File: src/rtl/iz_pkg.sv
// Shared definitions for the Izhikevich neuron parameter loader.
// Contents: frame header default, payload length, fixed-point scale used by
// the neuron datapath, regular-spiking preset values and the loader state enum.
package iz_pkg;

    localparam logic [7:0] HEADER_BYTE_DEFAULT = 8'hA5;
    localparam int         PAYLOAD_LEN         = 8;
    localparam int         SCALE               = 64;

    // Regular-spiking preset, x64 fixed point: a=0.02, b=0.2, c=-65, d=8
    localparam logic [15:0] RS_A = 16'h0001;
    localparam logic [15:0] RS_B = 16'h000D;
    localparam logic [15:0] RS_C = 16'hEFC0;
    localparam logic [15:0] RS_D = 16'h0200;

    typedef enum logic [1:0] {
        IDLE   = 2'd0,
        RECV   = 2'd1,
        CHECK  = 2'd2,
        COMMIT = 2'd3
    } loader_state_t;

endpackage

File: src/rtl/iz_loader_watchdog.sv
// Inter-byte timeout for the parameter loader.
// Down-counter reloaded on every clear; while run is high and no clear is
// seen it counts down, and expire fires in the cycle the counter sits at its
// terminal count of zero, i.e. after TIMEOUT_CYCLES idle cycles.
// Ports:
//   clk, reset   system clock, synchronous active-low reset
//   clear        reload the counter (a byte was transferred)
//   run          count while a frame is being received
//   expire       combinational: the idle budget is used up this cycle
module iz_loader_watchdog #(
    parameter int TIMEOUT_CYCLES = 1024
) (
    input  logic clk,
    input  logic reset,
    input  logic clear,
    input  logic run,
    output logic expire
);

    localparam int             CNT_W = $clog2(TIMEOUT_CYCLES);
    localparam logic [CNT_W-1:0] LOAD_VAL = CNT_W'(TIMEOUT_CYCLES - 1);

    logic [CNT_W-1:0] count;

    always_ff @(posedge clk) begin
        if (!reset) begin
            count <= LOAD_VAL;
        end else if (clear) begin
            count <= LOAD_VAL;
        end else if (run && (count != '0)) begin
            count <= count - 1'b1;
        end
    end

    assign expire = run && !clear && (count == '0);

endmodule

File: src/rtl/iz_param_loader.sv
// Configuration loader for the Izhikevich neuron datapath.
// Receives framed packets (header, 8 payload bytes a_hi..d_lo, XOR checksum)
// over an 8-bit valid/ready byte stream and commits a checked frame to
// param_a..param_d in a single cycle.
// Optional macro IZ_LOADER_PRESET_EN: reset loads the regular-spiking preset
// and marks it valid instead of clearing the parameters.
// Ports:
//   clk, reset          system clock, synchronous active-low reset
//   data_in/data_valid  incoming byte stream
//   data_ready          loader accepts a byte (low only in COMMIT)
//   param_a..param_d    committed parameter set
//   params_ready        committed set valid and no frame in progress
//   busy                frame reception in progress
//   load_done           one-cycle pulse on commit
//   load_error          sticky: last frame failed checksum or timed out
//
// state  | meaning
// IDLE   | waiting for header, other bytes dropped
// RECV   | collecting 8 payload bytes into shadow registers
// CHECK  | waiting for checksum byte
// COMMIT | one cycle, shadow copied to outputs, input stalled
module iz_param_loader
    import iz_pkg::*;
#(
    parameter logic [7:0] HEADER_BYTE    = HEADER_BYTE_DEFAULT,
    parameter int         TIMEOUT_CYCLES = 1024
) (
    input  logic        clk,
    input  logic        reset,
    input  logic [7:0]  data_in,
    input  logic        data_valid,
    output logic        data_ready,
    output logic [15:0] param_a,
    output logic [15:0] param_b,
    output logic [15:0] param_c,
    output logic [15:0] param_d,
    output logic        params_ready,
    output logic        busy,
    output logic        load_done,
    output logic        load_error
);

    localparam int            IDX_W    = $clog2(PAYLOAD_LEN);
    localparam logic [IDX_W-1:0] LAST_IDX = IDX_W'(PAYLOAD_LEN - 1);

    loader_state_t    state;
    logic [IDX_W-1:0] byte_cnt;
    logic [7:0]       shadow [PAYLOAD_LEN];
    logic [7:0]       csum_acc;
    logic             valid_q;
    logic             xfer;
    logic             wd_run;
    logic             wd_expire;

    assign xfer         = data_valid && data_ready;
    assign wd_run       = (state == RECV) || (state == CHECK);
    assign params_ready = valid_q && !busy;

    iz_loader_watchdog #(
        .TIMEOUT_CYCLES(TIMEOUT_CYCLES)
    ) u_watchdog (
        .clk   (clk),
        .reset (reset),
        .clear (xfer),
        .run   (wd_run),
        .expire(wd_expire)
    );

    always_ff @(posedge clk) begin
        if (!reset) begin
            state      <= IDLE;
            byte_cnt   <= '0;
            csum_acc   <= '0;
            busy       <= 1'b0;
            load_done  <= 1'b0;
            load_error <= 1'b0;
            data_ready <= 1'b1;
`ifdef IZ_LOADER_PRESET_EN
            param_a    <= RS_A;
            param_b    <= RS_B;
            param_c    <= RS_C;
            param_d    <= RS_D;
            valid_q    <= 1'b1;
`else
            param_a    <= '0;
            param_b    <= '0;
            param_c    <= '0;
            param_d    <= '0;
            valid_q    <= 1'b0;
`endif
        end else begin
            load_done <= 1'b0;
            case (state)
                IDLE: begin
                    if (xfer && (data_in == HEADER_BYTE)) begin
                        state      <= RECV;
                        byte_cnt   <= '0;
                        csum_acc   <= '0;
                        busy       <= 1'b1;
                        load_error <= 1'b0;
                    end
                end
                RECV: begin
                    // header value is ordinary payload here; no resync
                    if (xfer) begin
                        shadow[byte_cnt] <= data_in;
                        csum_acc         <= csum_acc ^ data_in;
                        byte_cnt         <= byte_cnt + 1'b1;
                        if (byte_cnt == LAST_IDX) begin
                            state <= CHECK;
                        end
                    end else if (wd_expire) begin
                        state      <= IDLE;
                        busy       <= 1'b0;
                        load_error <= 1'b1;
                    end
                end
                CHECK: begin
                    if (xfer) begin
                        if (data_in == csum_acc) begin
                            state      <= COMMIT;
                            data_ready <= 1'b0;
                        end else begin
                            state      <= IDLE;
                            busy       <= 1'b0;
                            load_error <= 1'b1;
                        end
                    end else if (wd_expire) begin
                        state      <= IDLE;
                        busy       <= 1'b0;
                        load_error <= 1'b1;
                    end
                end
                COMMIT: begin
                    param_a    <= {shadow[0], shadow[1]};
                    param_b    <= {shadow[2], shadow[3]};
                    param_c    <= {shadow[4], shadow[5]};
                    param_d    <= {shadow[6], shadow[7]};
                    valid_q    <= 1'b1;
                    busy       <= 1'b0;
                    load_done  <= 1'b1;
                    data_ready <= 1'b1;
                    state      <= IDLE;
                end
                default: begin
                    state      <= IDLE;
                    busy       <= 1'b0;
                    data_ready <= 1'b1;
                end
            endcase
        end
    end

endmodule

File: config.mk
export PLATFORM = sky130hd
export DESIGN_NAME = iz_param_loader
export DESIGN_NICKNAME = d
export VERILOG_FILES = /design/src/rtl/iz_pkg.sv /design/src/rtl/iz_loader_watchdog.sv /design/src/rtl/iz_param_loader.sv
export SDC_FILE = /design/constraint.sdc
export NUM_CORES = 1
export LEC_CHECK = 0
export CAP_MARGIN = 20
export CORE_ASPECT_RATIO = 1.5
export CORE_UTILIZATION = 58
export CTS_CLUSTER_SIZE = 28
export DETAILED_ROUTE_END_ITERATION = 7
export PLACE_DENSITY = 0.84
export SYNTH_ARGS = -nofsm -noshare
export SYNTH_HDL_FRONTEND = slang
export SYNTH_SLANG_ARGS = --single-unit
File: constraint.sdc
create_clock -name clk -period 3.86 [get_ports clk]
set_clock_uncertainty 0.1 [all_clocks]
set_input_delay 0.579 -clock clk [delete_from_list [all_inputs] [get_ports clk]]
set_output_delay 0.579 -clock clk [all_outputs]
set_load 0.01 [all_outputs]
-- Word level (Yosys, flattened, before mapping)
Memories as Yosys holds them, arrays and structs flattened. A register that Yosys moved wholly into a read port is not among the register bits.
Index checks and enable logic that the tools add are counted.
Widths: inputs -> output; s select.
- input bits: 11
- memories: 1
- RAM bits: 64
- output and inout port bits: 69
- bits in registers: 28
- mux-type cells: 33
- $add $sub $neg: 2
- reduce and logical (&&, ||, !) cells: 29
- bitwise gates (word level): 2
- equality and inequality tests: 13
- memory list (memory ; depth ; width ; rd ports ; clocked after Yosys merged registers in ; wr ports ; RTL line ; text):
    shadow ; 8 ; 8 ; 8 ; 8 ; 1 ; iz_param_loader.sv:48 ; logic [7:0] shadow [PAYLOAD_LEN];
- operators with widths (operator ; number):
    $mux 1 ; 17
    $mux 8 ; 2
    $pmux 8 s2 ; 1
    $mux 2 ; 6
    $logic_not 1->1 ; 10
    $logic_not 10->1 ; 1
    $reduce_bool 10->1 ; 1
    $sub 10x1->10 const B ; 1
    $reduce_and 3->1 ; 3
    $eq 8x8->1 ; 1
    $eq 8x8->1 const B ; 1
    $pmux 2 s4 ; 1
    $xor 8x8->8 ; 1
    $logic_and 1x1->1 ; 6
    $mux 3 ; 2
    $ne 2x1->1 const B ; 3
    $ne 3x3->1 const B ; 2
    $pmux 3 s2 ; 1
    $eq 2x2->1 const B ; 2
    $ne 2x2->1 const B ; 2
    $pmux 1 s4 ; 1
    $reduce_and 4->1 ; 1
    $reduce_bool 2->1 ; 2
    $add 3x1->3 const B ; 1
    10 further kinds ; 10

-- Depth between registers and ports, before layout
- depth after elaboration: 7
- gate-level depth with buffers: 9
- gate-level depth less buffers: 7

-- Modules after synthesis
A second synthesis with hierarchy kept.
- cells, all modules: 485
- area, all modules: 6102.1 um^2
- by module, submodules not included (module ; sequential area each (um^2) ; instances ; area each (um^2) ; cells an instance):
    iz_param_loader ; 3563.4 ; 1 ; 5564.1 ; 427
    iz_loader_watchdog ; 200.2 ; 1 ; 538.0 ; 58

-- Worst setup path before layout
Ideal clock, no wire load.
- path kind: register to register
- from: reg state[1]
- to: mem shadow[0][0] (enable)
- arrival time: 1.700 ns
- setup slack: 1.676 ns
- clock period less this slack: 2.184 ns
- required time: 3.377 ns
- stages on the path, launching flop included: 7
- path through: dfxtp_1 > inv_1 > ha_1 > clkbuf_1 > and3_1 > nand3b_1 > nor3_1
- cells in the longest elaborated chain, start to end: 4
- ends and longest elaborated chain (item ; RTL line ; text):
    from (decl) ; iz_param_loader.sv:46 ; loader_state_t state;
    from (signal assigned) ; iz_param_loader.sv:71 ; state <= IDLE;
    from (signal assigned) ; iz_param_loader.sv:96 ; state <= RECV;
    from (signal assigned) ; iz_param_loader.sv:110 ; state <= CHECK;
    $eq 2x1->1 ; iz_param_loader.sv:93 ; case (state)
    $mux 1 ; iz_param_loader.sv:93 ;
    $mux 1 ; iz_param_loader.sv:70 ; if (!reset) begin
    $mux 1 (implied by the code) ; iz_param_loader.sv:106 ; shadow[byte_cnt] <= data_in;
    to (decl) ; iz_param_loader.sv:48 ;
Every way passes these cells.

-- Worst setup path in the final report
- from: reg state[0]
- to: mem shadow[4][5] (enable)
Same word-level chain as after synthesis.

==> results.yml <==
synth:
  yosys-top-cells-area: "edfxtp_1 (33%), dfxtp_1 (31%), mux2i_1 (11%)"
  synthTopCellsByCount: "dfxtp_1 (92), nor2_1 (77), mux2i_1 (66)"
  yosys.cell_count.top_type: "dfxtp_1"
  syn_inst: 483
  synth-edff-count: 64
  yosysWarnings: 0
  async_reset_ff_frac: 0
  seq_area_frac_synth: 0.642
  synth_top_area_cell: "edfxtp_1"
  synth.distinct_cells: 46
  yosys.area.top_type_share: 0.328
  ys_ff_latch: 156
  netlist_area_sq_um: 5860
  ys.flop_type: "dfxtp_1"
  syn-num-nets: 503
  post_synth.cell_area_avg_sq_um: 12.1
floorplan:
  row_count: 44
  io_pins: 80
  die_w_um: 84.1
  dieArea_sq_um: 10500
  dieHeight_um: 125
  initial_core_util: 0.601
  coreArea_sq_um: 9740
route:
  via_per_inst: 5.81
  firstDrtPassIters: 7
  drc: 6
  drt_iter0_drc: 291
  ant_nets: 0
  vias: 4039
  wire_per_inst_um: 19.2
  wl_mm: 13.4
setup_path:
  cp-end-kind: "register"
  critPathMaxStageDelay_ps: 640
  path_cells: "ha_1 -> and3_1 -> nand3b_1 -> nor2_1"
  slowest_stage: "nor2_1"
  critical_path_class: "reg2reg"
  critPathTopFamily: "simple AND/OR/NAND/NOR gates"
  worstPathArrival_ps: 2650
  cp.required_ps: 3810
  timing.critical_path.buf_inv: 0
  start_kind: "register"
  crit_fanout: 18
run:
  max_cap_viol_count: 0
placed_design:
  post-place-ws_ps: 1050
  port_buffers: 79
  globalplace.congestion: 0.895
  hpwlAfterDp_mm: 8.65
global_route:
  grt_max_degree: 37
  grt_usage: 0.268
  antenna_found_initial: 0
  overflow: 0
  grt_pass1_wl_mm: 21.3
  grt_pass1_vias: 4179
cells_and_area:
  fin_nets: 587
  n_antenna_cell: 0
  areaGrowthSynthToFinish_pct: 24.5
  drive_above_1_share: 0.0862
  n_fill_cell: 615
cts:
  clkSlewWorstSetupHoldPaths_ps: 60
  cts_buffers: 17
  cts_tree: "yes"
  cts-hold-fix-buffers: 0
  post_cts_buffers: 0
  clock_sinks: 156
  clock_path_buffers: 2
  ctsResizeCount: 0
  h-tree-depth: 4
  clockRootBuffer: "clkbuf_16"
  clk_latency_ps: 420
power:
  powerDensity_nw_per_um2: 462
  ir_drop_uv: 328
  leakage_nw: 2.51
timing:
  hold_violations: 0
  worst_pin_slew_ps: 745
  max_freq_mhz: 370
  finalSetupTns_ps: 0
  finalWorstSetupSlack_ps: 1160
  rsz0062_at_grt: "no"
  maxSlewViolCount: 0
  finalCritPeriodShare: 0.700
  setup_viol_count_final: 0
  period_minus_slack_ps: 2700
  maxSlewHeadroom: 0.502
status:
  status: "finished, violations left"
  violations: "DRC"
worst_hold_path:
  hold_class: "reg2reg"
## layout by cell type (no fill, tap or decap), types with 4 or more instances in the layout
master and instances:
xor2_1 9, nand3_1 7, nor3_1 5, o21ai_0 5, ha_1 8, nor2_1 77, xnor2_1 5, edfxtp_1 64
clkinvlp_4 4, clkbuf_16 17, inv_1 14, clkdlybuf4s50_1 79, a21oi_1 14, o22ai_1 9, or3_1 9, nand2_1 31
buf_4 8, clkbuf_1 4, mux2i_1 66, dfxtp_1 92
## path summary, 6_finish.rpt
check | startpoint | endpoint | slack [ps] | depth (start not counted)
worst max-delay path | state[0] | shadow[4][5] | 1160 | 4
worst max register to register | state[0] | shadow[4][5] | 1160 | 4
worst min-delay path | shadow[6][5] | param_d[13] | 390 | 2
worst min register to register | shadow[6][5] | param_d[13] | 390 | 2
## logic make-up after synthesis
logic type / share of synthesized area
buffers and inverters: 0.0252
muxes: 0.113
and+or+nand+nor: 0.127
DFF: 0.642
xor gates and xnor gates: 0.0209
adders and majority gates: 0.0192
AOI/OAI and AO/OA: 0.0525
## cell type report
type | count | area (sq um) | area share
sequential | 156 | 3760 | 0.516
multi-input combinational | 290 | 1960 | 0.269
timing repair buffer | 87 | 851 | 0.117
clock buffer | 22 | 454 | 0.0623
tap | 115 | 144 | 0.0197
clock inverter | 10 | 66.3 | 0.00909
inverter | 15 | 56.3 | 0.00772
## through the flow
stage          utilization  cells  hold WS [ps]  instance area (sq um)  power [mW]
2_1_floorplan            -    483           327                   5860        1.87
3_3_place_gp         0.695    663           343                   6780        1.93
4_1_cts              0.749    695           392                   7300        3.38
5_1_grt              0.749    695           413                   7300        3.46
3_5_place_dp         0.695    663           370                   6780        1.93
6_report             0.749    695           387                   7300        3.37
## report_power, final
group / internal [mW] / leakage (nW) / total (mW) / switching (mW)
clock: 0.836 / 0.247 / 1.47 / 0.636
combinational: 0.0610 / 0.942 / 0.164 / 0.103
sequential: 1.73 / 1.32 / 1.74 / 0.0103
## sequential cells by signal (all words and copies together) (netlist names), 2 cells and up
signal and flops:
byte_cnt 3, u_watchdog.count 10, param_c 16, shadow 64, param_a 16, param_b 16
state 2, param_d 16, csum_acc 8
## worst register-to-register path, cell delays in order (launching register included)
cell and delay (ps):
dfxtp_1 440, ha_1 620, and3_1 330, nand3b_1 200, nor2_1 640
## routing by layer
layer | share of wire | global-route usage | vias up
met1 | 0.37 | 0.292 | 1968
met2 | 0.55 | 0.488 | 168
met5 | 0 | 0 | -
met4 | 0.033 | 0.136 | 0
li1 | - | - | 1862
met3 | 0.050 | 0.0548 | 41
Power figures use the tool's default switching activity.
